## src/rtl/sliding_window_gen_pkg.sv

```systemverilog
// Shared geometry defaults and window-layout helpers for the sliding window
// generator and the conv core unpacker.
package sliding_window_gen_pkg;

    localparam int DEF_BIT_WIDTH   = 8;
    localparam int DEF_NUM_CHANNEL = 3;
    localparam int DEF_IMG_WIDTH   = 8;
    localparam int DEF_IMG_HEIGHT  = 8;
    localparam int DEF_KERNEL_SIZE = 3;
    localparam int DEF_PIX_W       = DEF_BIT_WIDTH * DEF_NUM_CHANNEL;

    function automatic int pix_w(input int bit_width, input int num_channel);
        return bit_width * num_channel;
    endfunction

    // Flat element index of window position (r,c); r=0 is the top row.
    function automatic int win_idx(input int r, input int c, input int kernel_size);
        return r * kernel_size + c;
    endfunction

endpackage

```

## src/rtl/sliding_window_gen_if.sv

```systemverilog
// Pixel-in / window-out valid/rdy streams of the sliding window generator.
interface sliding_window_gen_if
    import sliding_window_gen_pkg::*;
#(
    parameter int BIT_WIDTH   = DEF_BIT_WIDTH,
    parameter int NUM_CHANNEL = DEF_NUM_CHANNEL,
    parameter int KERNEL_SIZE = DEF_KERNEL_SIZE
);
    localparam int PIX_W = pix_w(BIT_WIDTH, NUM_CHANNEL);
    localparam int WIN_W = KERNEL_SIZE * KERNEL_SIZE * PIX_W;

    logic             prev_layer_valid;
    logic             prev_layer_rdy;
    logic [PIX_W-1:0] prev_layer_data;
    logic             next_layer_valid;
    logic             next_layer_rdy;
    logic [WIN_W-1:0] next_layer_data;

    modport slave (
        input  prev_layer_valid, prev_layer_data, next_layer_rdy,
        output prev_layer_rdy, next_layer_valid, next_layer_data
    );

    modport master (
        output prev_layer_valid, prev_layer_data, next_layer_rdy,
        input  prev_layer_rdy, next_layer_valid, next_layer_data
    );

endinterface

```

## src/rtl/sliding_window_gen_line_buffer.sv

```systemverilog
// One-row delay line: dout is the pixel shifted in DEPTH shifts earlier.
module line_buffer #(
    parameter int BIT_WIDTH = 8,
    parameter int DEPTH     = 8
) (
    input  logic                 clk,
    input  logic                 shift_en,
    input  logic [BIT_WIDTH-1:0] din,
    output logic [BIT_WIDTH-1:0] dout
);
    // Contents are left unreset; the top level never exposes stale entries.
    logic [DEPTH-1:0][BIT_WIDTH-1:0] sr;

    always_ff @(posedge clk) begin
        if (shift_en) sr <= {sr[DEPTH-2:0], din};
    end

    assign dout = sr[DEPTH-1];

endmodule

```

## src/rtl/sliding_window_gen.sv

```systemverilog
// Streaming KxK window generator (stride 1, no padding) over raster-order
// multi-channel pixels, with K-1 line buffers and a single output slot.
module sliding_window_gen
    import sliding_window_gen_pkg::*;
#(
    parameter int BIT_WIDTH   = DEF_BIT_WIDTH,
    parameter int NUM_CHANNEL = DEF_NUM_CHANNEL,
    parameter int IMG_WIDTH   = DEF_IMG_WIDTH,
    parameter int IMG_HEIGHT  = DEF_IMG_HEIGHT,
    parameter int KERNEL_SIZE = DEF_KERNEL_SIZE
) (
    input logic               clk,
    input logic               rst,
    sliding_window_gen_if.slave bus
);
    localparam int PIX_W = pix_w(BIT_WIDTH, NUM_CHANNEL);
    localparam int K     = KERNEL_SIZE;
    localparam int CW    = $clog2(IMG_WIDTH);
    localparam int RW    = $clog2(IMG_HEIGHT);

    logic acc, snd, out_vld, col_last, row_last, win_done;
    logic [CW-1:0] col_cnt;
    logic [RW-1:0] row_cnt;

    logic [K-1:0][K-1:0][PIX_W-1:0] win;
    logic [K-2:0][PIX_W-1:0]        lb_din, lb_dout;
    logic [K-1:0][PIX_W-1:0]        new_col;

    assign bus.prev_layer_rdy   = !out_vld || bus.next_layer_rdy;
    assign bus.next_layer_valid = out_vld;
    assign acc = bus.prev_layer_valid && bus.prev_layer_rdy;
    assign snd = out_vld && bus.next_layer_rdy;

    assign col_last = (col_cnt == CW'(IMG_WIDTH - 1));
    assign row_last = (row_cnt == RW'(IMG_HEIGHT - 1));
    // Pixel being accepted is the bottom-right corner of a full in-frame window.
    assign win_done = (row_cnt >= RW'(K - 1)) && (col_cnt >= CW'(K - 1));

    // Buffer k feeds buffer k+1, so buffer k holds the row k+1 above.
    always_comb begin
        lb_din    = '0;
        lb_din[0] = bus.prev_layer_data;
        for (int k = 1; k < K - 1; k++) lb_din[k] = lb_dout[k-1];
        new_col      = '0;
        new_col[K-1] = bus.prev_layer_data;
        for (int r = 0; r < K - 1; r++) new_col[r] = lb_dout[K-2-r];
    end

    for (genvar k = 0; k < K - 1; k++) begin : g_lb
        line_buffer #(.BIT_WIDTH(PIX_W), .DEPTH(IMG_WIDTH)) u_lb (
            .clk     (clk),
            .shift_en(acc),
            .din     (lb_din[k]),
            .dout    (lb_dout[k])
        );
    end

    always_ff @(posedge clk or posedge rst) begin
        if (rst) begin
            col_cnt <= '0;
            row_cnt <= '0;
        end else if (acc) begin
            col_cnt <= col_last ? '0 : col_cnt + CW'(1);
            if (col_last) row_cnt <= row_last ? '0 : row_cnt + RW'(1);
        end
    end

    always_ff @(posedge clk or posedge rst) begin
        if (rst) begin
            win <= '0;
        end else if (acc) begin
            for (int r = 0; r < K; r++) begin
                for (int c = 0; c < K - 1; c++) win[r][c] <= win[r][c+1];
                win[r][K-1] <= new_col[r];
            end
        end
    end

    always_ff @(posedge clk or posedge rst) begin
        if (rst)                  out_vld <= 1'b0;
        else if (acc && win_done) out_vld <= 1'b1;
        else if (snd)             out_vld <= 1'b0;
    end

    for (genvar r = 0; r < K; r++) begin : g_row
        for (genvar c = 0; c < K; c++) begin : g_col
            assign bus.next_layer_data[win_idx(r, c, K)*PIX_W +: PIX_W] = win[r][c];
        end
    end

endmodule

```

## src/flat_wrapper.sv

```systemverilog
// flat-port wrapper written by rule: the top's interface ports become plain ports
module sliding_window_gen_flat import sliding_window_gen_pkg::*;
#(
    parameter int BIT_WIDTH   = DEF_BIT_WIDTH,
    parameter int NUM_CHANNEL = DEF_NUM_CHANNEL,
    parameter int IMG_WIDTH   = DEF_IMG_WIDTH,
    parameter int IMG_HEIGHT  = DEF_IMG_HEIGHT,
    parameter int KERNEL_SIZE = DEF_KERNEL_SIZE
)
  (clk, rst, bus_prev_layer_valid, bus_prev_layer_data, bus_next_layer_rdy, bus_prev_layer_rdy, bus_next_layer_valid, bus_next_layer_data);
  sliding_window_gen_if #(.BIT_WIDTH(BIT_WIDTH), .NUM_CHANNEL(NUM_CHANNEL), .KERNEL_SIZE(KERNEL_SIZE)) bus_i ();
  input logic clk;
  input logic rst;
  input wire logic [$bits(bus_i.prev_layer_valid)-1:0] bus_prev_layer_valid;
  input wire logic [$bits(bus_i.prev_layer_data)-1:0] bus_prev_layer_data;
  input wire logic [$bits(bus_i.next_layer_rdy)-1:0] bus_next_layer_rdy;
  output wire logic [$bits(bus_i.prev_layer_rdy)-1:0] bus_prev_layer_rdy;
  output wire logic [$bits(bus_i.next_layer_valid)-1:0] bus_next_layer_valid;
  output wire logic [$bits(bus_i.next_layer_data)-1:0] bus_next_layer_data;
  assign bus_i.prev_layer_valid = bus_prev_layer_valid;
  assign bus_i.prev_layer_data = bus_prev_layer_data;
  assign bus_i.next_layer_rdy = bus_next_layer_rdy;
  assign bus_prev_layer_rdy = bus_i.prev_layer_rdy;
  assign bus_next_layer_valid = bus_i.next_layer_valid;
  assign bus_next_layer_data = bus_i.next_layer_data;
  sliding_window_gen #(.BIT_WIDTH(BIT_WIDTH), .NUM_CHANNEL(NUM_CHANNEL), .IMG_WIDTH(IMG_WIDTH), .IMG_HEIGHT(IMG_HEIGHT), .KERNEL_SIZE(KERNEL_SIZE)) u_core (.clk(clk), .rst(rst), .bus(bus_i));
endmodule
```

## config.mk

```make
export PLATFORM = sky130hd
export DESIGN_NAME = sliding_window_gen_flat
export DESIGN_NICKNAME = d
export VERILOG_FILES = /design/src/rtl/sliding_window_gen_pkg.sv /design/src/rtl/sliding_window_gen_if.sv /design/src/rtl/sliding_window_gen_line_buffer.sv /design/src/rtl/sliding_window_gen.sv /design/src/flat_wrapper.sv
export SDC_FILE = /design/constraint.sdc
export NUM_CORES = 1
export LEC_CHECK = 0
export CAP_MARGIN = 15
export CELL_PAD_IN_SITES_DETAIL_PLACEMENT = 2
export CELL_PAD_IN_SITES_GLOBAL_PLACEMENT = 2
export CORE_MARGIN = 1.5
export CORE_UTILIZATION = 41
export CTS_BUF_LIST = sky130_fd_sc_hd__clkbuf_4
export CTS_CLUSTER_SIZE = 28
export DETAILED_ROUTE_END_ITERATION = 6
export HOLD_SLACK_MARGIN = 0.02
export PLACE_DENSITY_LB_ADDON = 0.15
export SLEW_MARGIN = 40
export SYNTH_ARGS = -nofsm -noshare
export SYNTH_HDL_FRONTEND = slang
export SYNTH_SLANG_ARGS = --single-unit
```

## constraint.sdc

```tcl
create_clock -name clk -period 7.1 [get_ports clk]
set_clock_uncertainty 0.2 [all_clocks]
set_input_delay 0.71 -clock clk [delete_from_list [all_inputs] [get_ports clk]]
set_output_delay 0.71 -clock clk [all_outputs]
set_load 0.05 [all_outputs]
```

=== After elaboration in Yosys (flattened, before gate mapping) ===
Index checks and enable logic that the tools add are counted.

* Add/subtract/negate cells: 2
* $lt $le $gt $ge: 2
* Eq/ne operators: 2
* Muxes and demuxes: 4
* Reductions and logical operators: 8

{| class="wikitable"
|+ Operator list
! cell !! count
|-
| $add A3 B1 Y3 const B || 2
|-
| $eq A3 B3 Y1 const B || 2
|-
| $ge A3 B2 Y1 const B || 2
|-
| $mux W3 || 2
|-
| $logic_and A1 B1 Y1 || 4
|-
| $mux W1 || 2
|-
| $reduce_and A2 Y1 || 1
|-
| $reduce_bool A2 Y1 || 1
|-
| $logic_not A1 Y1 || 1
|-
| $logic_or A1 B1 Y1 || 1
|}

* Flip-flop bits (word level): 607
* Input bits: 28
* Output and inout bits: 218

=== Logic depth before layout (Yosys ltp) ===
* Depth after elaboration: 5
* Gate-level depth with buffers: 7
* Mapped depth without buffers: 5

=== Cells and area by module ===
From an unflattened synthesis, not the netlist that was laid out.

* Cells, all modules: 921
* Area, all modules: 20,644.8 µm²

{| class="wikitable"
|+ By module, submodules not included
! module !! times used !! cells an instance !! area an instance (µm²) !! seq. area each (µm²)
|-
| line_buffer || 2 || 216 || 5,945.7 || 5,765.5
|-
| sliding_window_gen || 1 || 489 || 8,753.4 || 5,580.4
|}

=== Least setup slack after synthesis ===
No wires, ideal clock.

* Kind: input port to flip-flop
* From: input port bus_next_layer_rdy
* To: register u_core.win, in the netlist u_core.bus.next_layer_data[100]
* Library setup time: 0.128 ns
* Arrival: 3.640 ns
* Path slack: 3.131 ns
* Stages on the path: 7
* Path through: nand2b_4 buf_6 nand2_8 inv_4 buf_6 buf_6 mux2_2

* Longest elaborated chain between the ends: 2

{| class="wikitable"
|+ Ends and longest elaborated chain
! what !! RTL line !! text
|-
| start, declared || flat_wrapper.sv:16 || <nowiki>input wire logic [$bits(bus_i.next_layer_rdy)-1:0] bus_next_layer_rdy;</nowiki>
|-
| $logic_or A1 B1 Y1 || sliding_window_gen.sv:29 || <nowiki>assign bus.prev_layer_rdy = !out_vld || bus.next_layer_rdy;</nowiki>
|-
| via bus_prev_layer_rdy || flat_wrapper.sv:17 || <nowiki>output wire logic [$bits(bus_i.prev_layer_rdy)-1:0] bus_prev_layer_rdy;</nowiki>
|-
| $logic_and A1 B1 Y1 || sliding_window_gen.sv:31 || <nowiki>assign acc = bus.prev_layer_valid && bus.prev_layer_rdy;</nowiki>
|-
| via u_core.acc || sliding_window_gen.sv:21 || <nowiki>logic acc, snd, out_vld, col_last, row_last, win_done;</nowiki>
|-
| end signal, assigned by index || sliding_window_gen.sv:74 || <nowiki>win[r][K-1] <= new_col[r];</nowiki>
|-
| end, declared || sliding_window_gen.sv:25 || <nowiki>logic [K-1:0][K-1:0][PIX_W-1:0] win;</nowiki>
|}

The timed path passes the listed nets, and every way through them passes these cells.
A chain may end at the register's enable or synchronous reset.

=== Final worst setup path ===
* From: register u_core.out_vld (netlist: u_core.bus.next_layer_valid)
* To: output port bus_prev_layer_rdy

* Longest elaborated chain between the ends: 2

{| class="wikitable"
|+ Ends and longest elaborated chain
! what !! RTL line !! text
|-
| start, declared || sliding_window_gen.sv:21 ||
|-
| start signal, assigned || sliding_window_gen.sv:80 || <nowiki>if (rst) out_vld <= 1'b0;</nowiki>
|-
| start signal, assigned || sliding_window_gen.sv:81 || <nowiki>else if (acc && win_done) out_vld <= 1'b1;</nowiki>
|-
| start signal, assigned || sliding_window_gen.sv:82 || <nowiki>else if (snd) out_vld <= 1'b0;</nowiki>
|-
| $logic_not A1 Y1 || sliding_window_gen.sv:29 ||
|-
| $logic_or A1 B1 Y1 || sliding_window_gen.sv:29 ||
|-
| end, declared || flat_wrapper.sv:17 ||
|}

Every way passes these cells.

==> summary.md <==
| Metric | Value |
|---|---|
| Outcome | `completed` |
| Fin crit period | `3200 ps` |
| Highest Signal Layer | `met4` |
| DP Wirelength | `20.9 mm` |
| Area of the core | `0.0491 sq mm` |
| Crit Path Max Fanout | `7` |
| FF/Latch Area | `0.0171 sq mm` |
| Crit path capture type | `output port` |
| Clk slew on worst S/H paths | `70 ps` |
| Slew HR | `0.439` |
| DR vias/cell | `4.51` |
| Die height | `226 um` |
| Place WS | `2960 ps` |
| Syn_nets | `908` |
| Highest clock rate | `312 MHz` |
| Sum Neg Setup Slack | `0 ps` |
| Die W | `226 um` |
| Total CTS buffers | `157` |
| Data arrival, critical path | `2290 ps` |
| Final core utilization | `0.523` |
| Startpoint Class | `flip-flop` |
| Met2 Wirelength | `17.5 mm` |
| Layout cells sized above 1 | `0.363` |
| PostCTS Resize Cnt | `0` |
| Initial DRC count | `417` |
| Commonest non-fill, non-tap cell in the layout | `edfxtp_1` |
| Yosys reg bits | `607` |
| Row count | `81` |
| Worst-case clock buffer depth | `3` |
| Register area share after synthesis | `0.836` |
| Largest area contributor in the synthesized netlist | `edfxtp_1` |
| Area of the die | `0.0513 sq mm` |
| Starting Density | `0.417` |
| Initial antenna violation count | `2` |
| WL/cell | `17.6 um` |
| GRT Overall Usage | `0.149` |
| Largest net degree at the start of global routing | `124` |
| Vias in the first global route | `10500` |
| Sink Count | `607` |
| Required @ worst endpoint | `6190 ps` |
| Fin cells | `2064` |
| Pins over their slew limit | `0` |
| Mapped Cells | `874` |
| H-tree levels | `4` |
| Max-cap viol count | `0` |
| WS Path Type | `reg -> out` |
| First-pass GRT wire length | `57.6 mm` |
| Routed vias | `9310` |
| Residual DRC count | `0` |
| Worst Max-Slew Pin Slew | `841 ps` |
| Peak supply drop | `0.000232 V` |
| Fin worst setup slack | `3900 ps` |
| Setup repair bufs after CTS | `0` |
| Synth top area share | `0.563` |
| Unique masters post-synth | `20` |
| Final RePlAce weighted congestion | `0.686` |
| Antenna Nets Post-Route | `0` |
| Worst-Skew Late Latency | `930 ps` |
| Port buffer count | `245` |
| Pwr/cell area | `494 mW/mm^2` |
| Final Hold Viols | `0` |
| Overall power | `12700 uW` |
| Routed met1 length | `15.3 mm` |
| Nets@finish | `1296` |
| Warnings, synthesis | `0` |
| Met3 WL post-DR | `2.81 mm` |
| CTS tree | `yes` |
| Lkg Pwr | `0.00997 uW` |
| Routed wire length | `36.4 mm` |
| # setup viols final | `0` |
| Mean post-synth cell area | `23.4 sq um` |
| Final Cycle Share | `0.451` |
| RSZ-0062 raised after global routing | `no` |
| Hold_buf cts | `0` |
| Synth top area cells | `edfxtp_1 (56%), dfrtp_1 (27%), mux2_4 (7.3%), mux2_2 (6.5%), buf_12 (1.1%)` |
| Cell total after placement | `1767` |
| Drt pass-1 iters | `4` |
| Post-Synthesis Cell Area | `0.0205 sq mm` |
| I/O Pins | `246` |
| Root Buffer | `clkbuf_4` |
| Area grow syn2layout | `25.5%` |
| Most frequent cells in the layout | `edfxtp_1 (384), clkbuf_4 (270), clkdlybuf4s50_1 (245)` |
| Worst hold-check path type | `in -> async` |
| Fillers | `4411` |
| Multi-input gate area | `0.00301 sq mm` |
| Total gr overflow | `0` |
## cells by family after synthesis
group | count (synthesis) | share of synthesized area
buffers and inverters | 28 | 0.0166
AOI/OAI and AO/OA | 7 | 0.00196
adders and majority gates | 6 | 0.00367
DFF | 607 | 0.836
muxes | 219 | 0.139
and+or+nand+nor | 7 | 0.00275
## routing by layer
layer  vias to the layer above  track usage
met5                         -            0
met4                         0       0.0662
met3                        67       0.0714
met2                       275        0.226
met1                      4758        0.180
li1                       4210            -
## cell usage after synthesis, drive strengths merged
| library cell | count |
|---|---|
| buf | 24 |
| a31oi | 2 |
| o21ai | 2 |
| ha | 6 |
| edfxtp | 384 |
| inv | 4 |
| nor2 | 2 |
| nand2b | 1 |
| nand2 | 1 |
| a21oi | 2 |
| mux2 | 219 |
| o31ai | 1 |
| nor3 | 1 |
| nand3 | 2 |
| dfrtp | 223 |
## registers in the layout, indices dropped and copies added (netlist names)
register and count:
u_core.bus.next_layer_data 216, u_core.col_cnt 3, u_core.bus.next_layer_valid 1, u_core.g_lb.u_lb.dout 48, u_core.g_lb.u_lb.sr 336, u_core.row_cnt 3
## stage by stage
step / cell area [sq um] / hold slack [ps]
CTS: 25700 / 34.4
global placement: 23500 / 200
floorplan: 20500 / 200
detailed placement: 23600 / 205
global route: 25700 / 37.2
finish: 25700 / 148
## layout make-up
class,count,share of cell area
clock inverters,22,0.00322
clock buffers,270,0.0789
repair buffers,253,0.0996
inverters,4,0.00171
flip-flops and latches,607,0.666
well taps,664,0.0324
multi-input cells,239,0.117
diodes,5,0.000487
## final timing paths
check | from | end | slack (ps) | depth (start not counted)
setup / recovery | u_core.bus.next_layer_valid | bus_prev_layer_rdy | 3900 | 2
hold / removal | rst | u_core.bus.next_layer_data[60] | 150 | 2
setup reg to reg | u_core.bus.next_layer_valid | u_core.bus.next_layer_data[46] | 3980 | 6
hold reg to reg | u_core.g_lb[0].u_lb.sr[116] | u_core.g_lb[0].u_lb.sr[140] | 200 | 0
max in group asynchronous | rst | u_core.bus.next_layer_data[154] | 5270 | 3
min in group clk | bus_prev_layer_data[6] | u_core.g_lb[0].u_lb.sr[6] | 180 | 1
## power breakdown
part           total [uW]  switching, uW  leakage, uW  internal [uW]
logic                4270           2700      0.00238           1570
registers            5360            545      0.00630           4810
clock network        3060           1360      0.00129           1700
total               12700           4600      0.00997           8090
## worst max-delay path: stages (launching register included)
cell	delay, ps
dfrtp_1	410
nand2b_4	140
clkdlybuf4s50_1	820
Note: power is estimated with default switching activity, not from simulation.
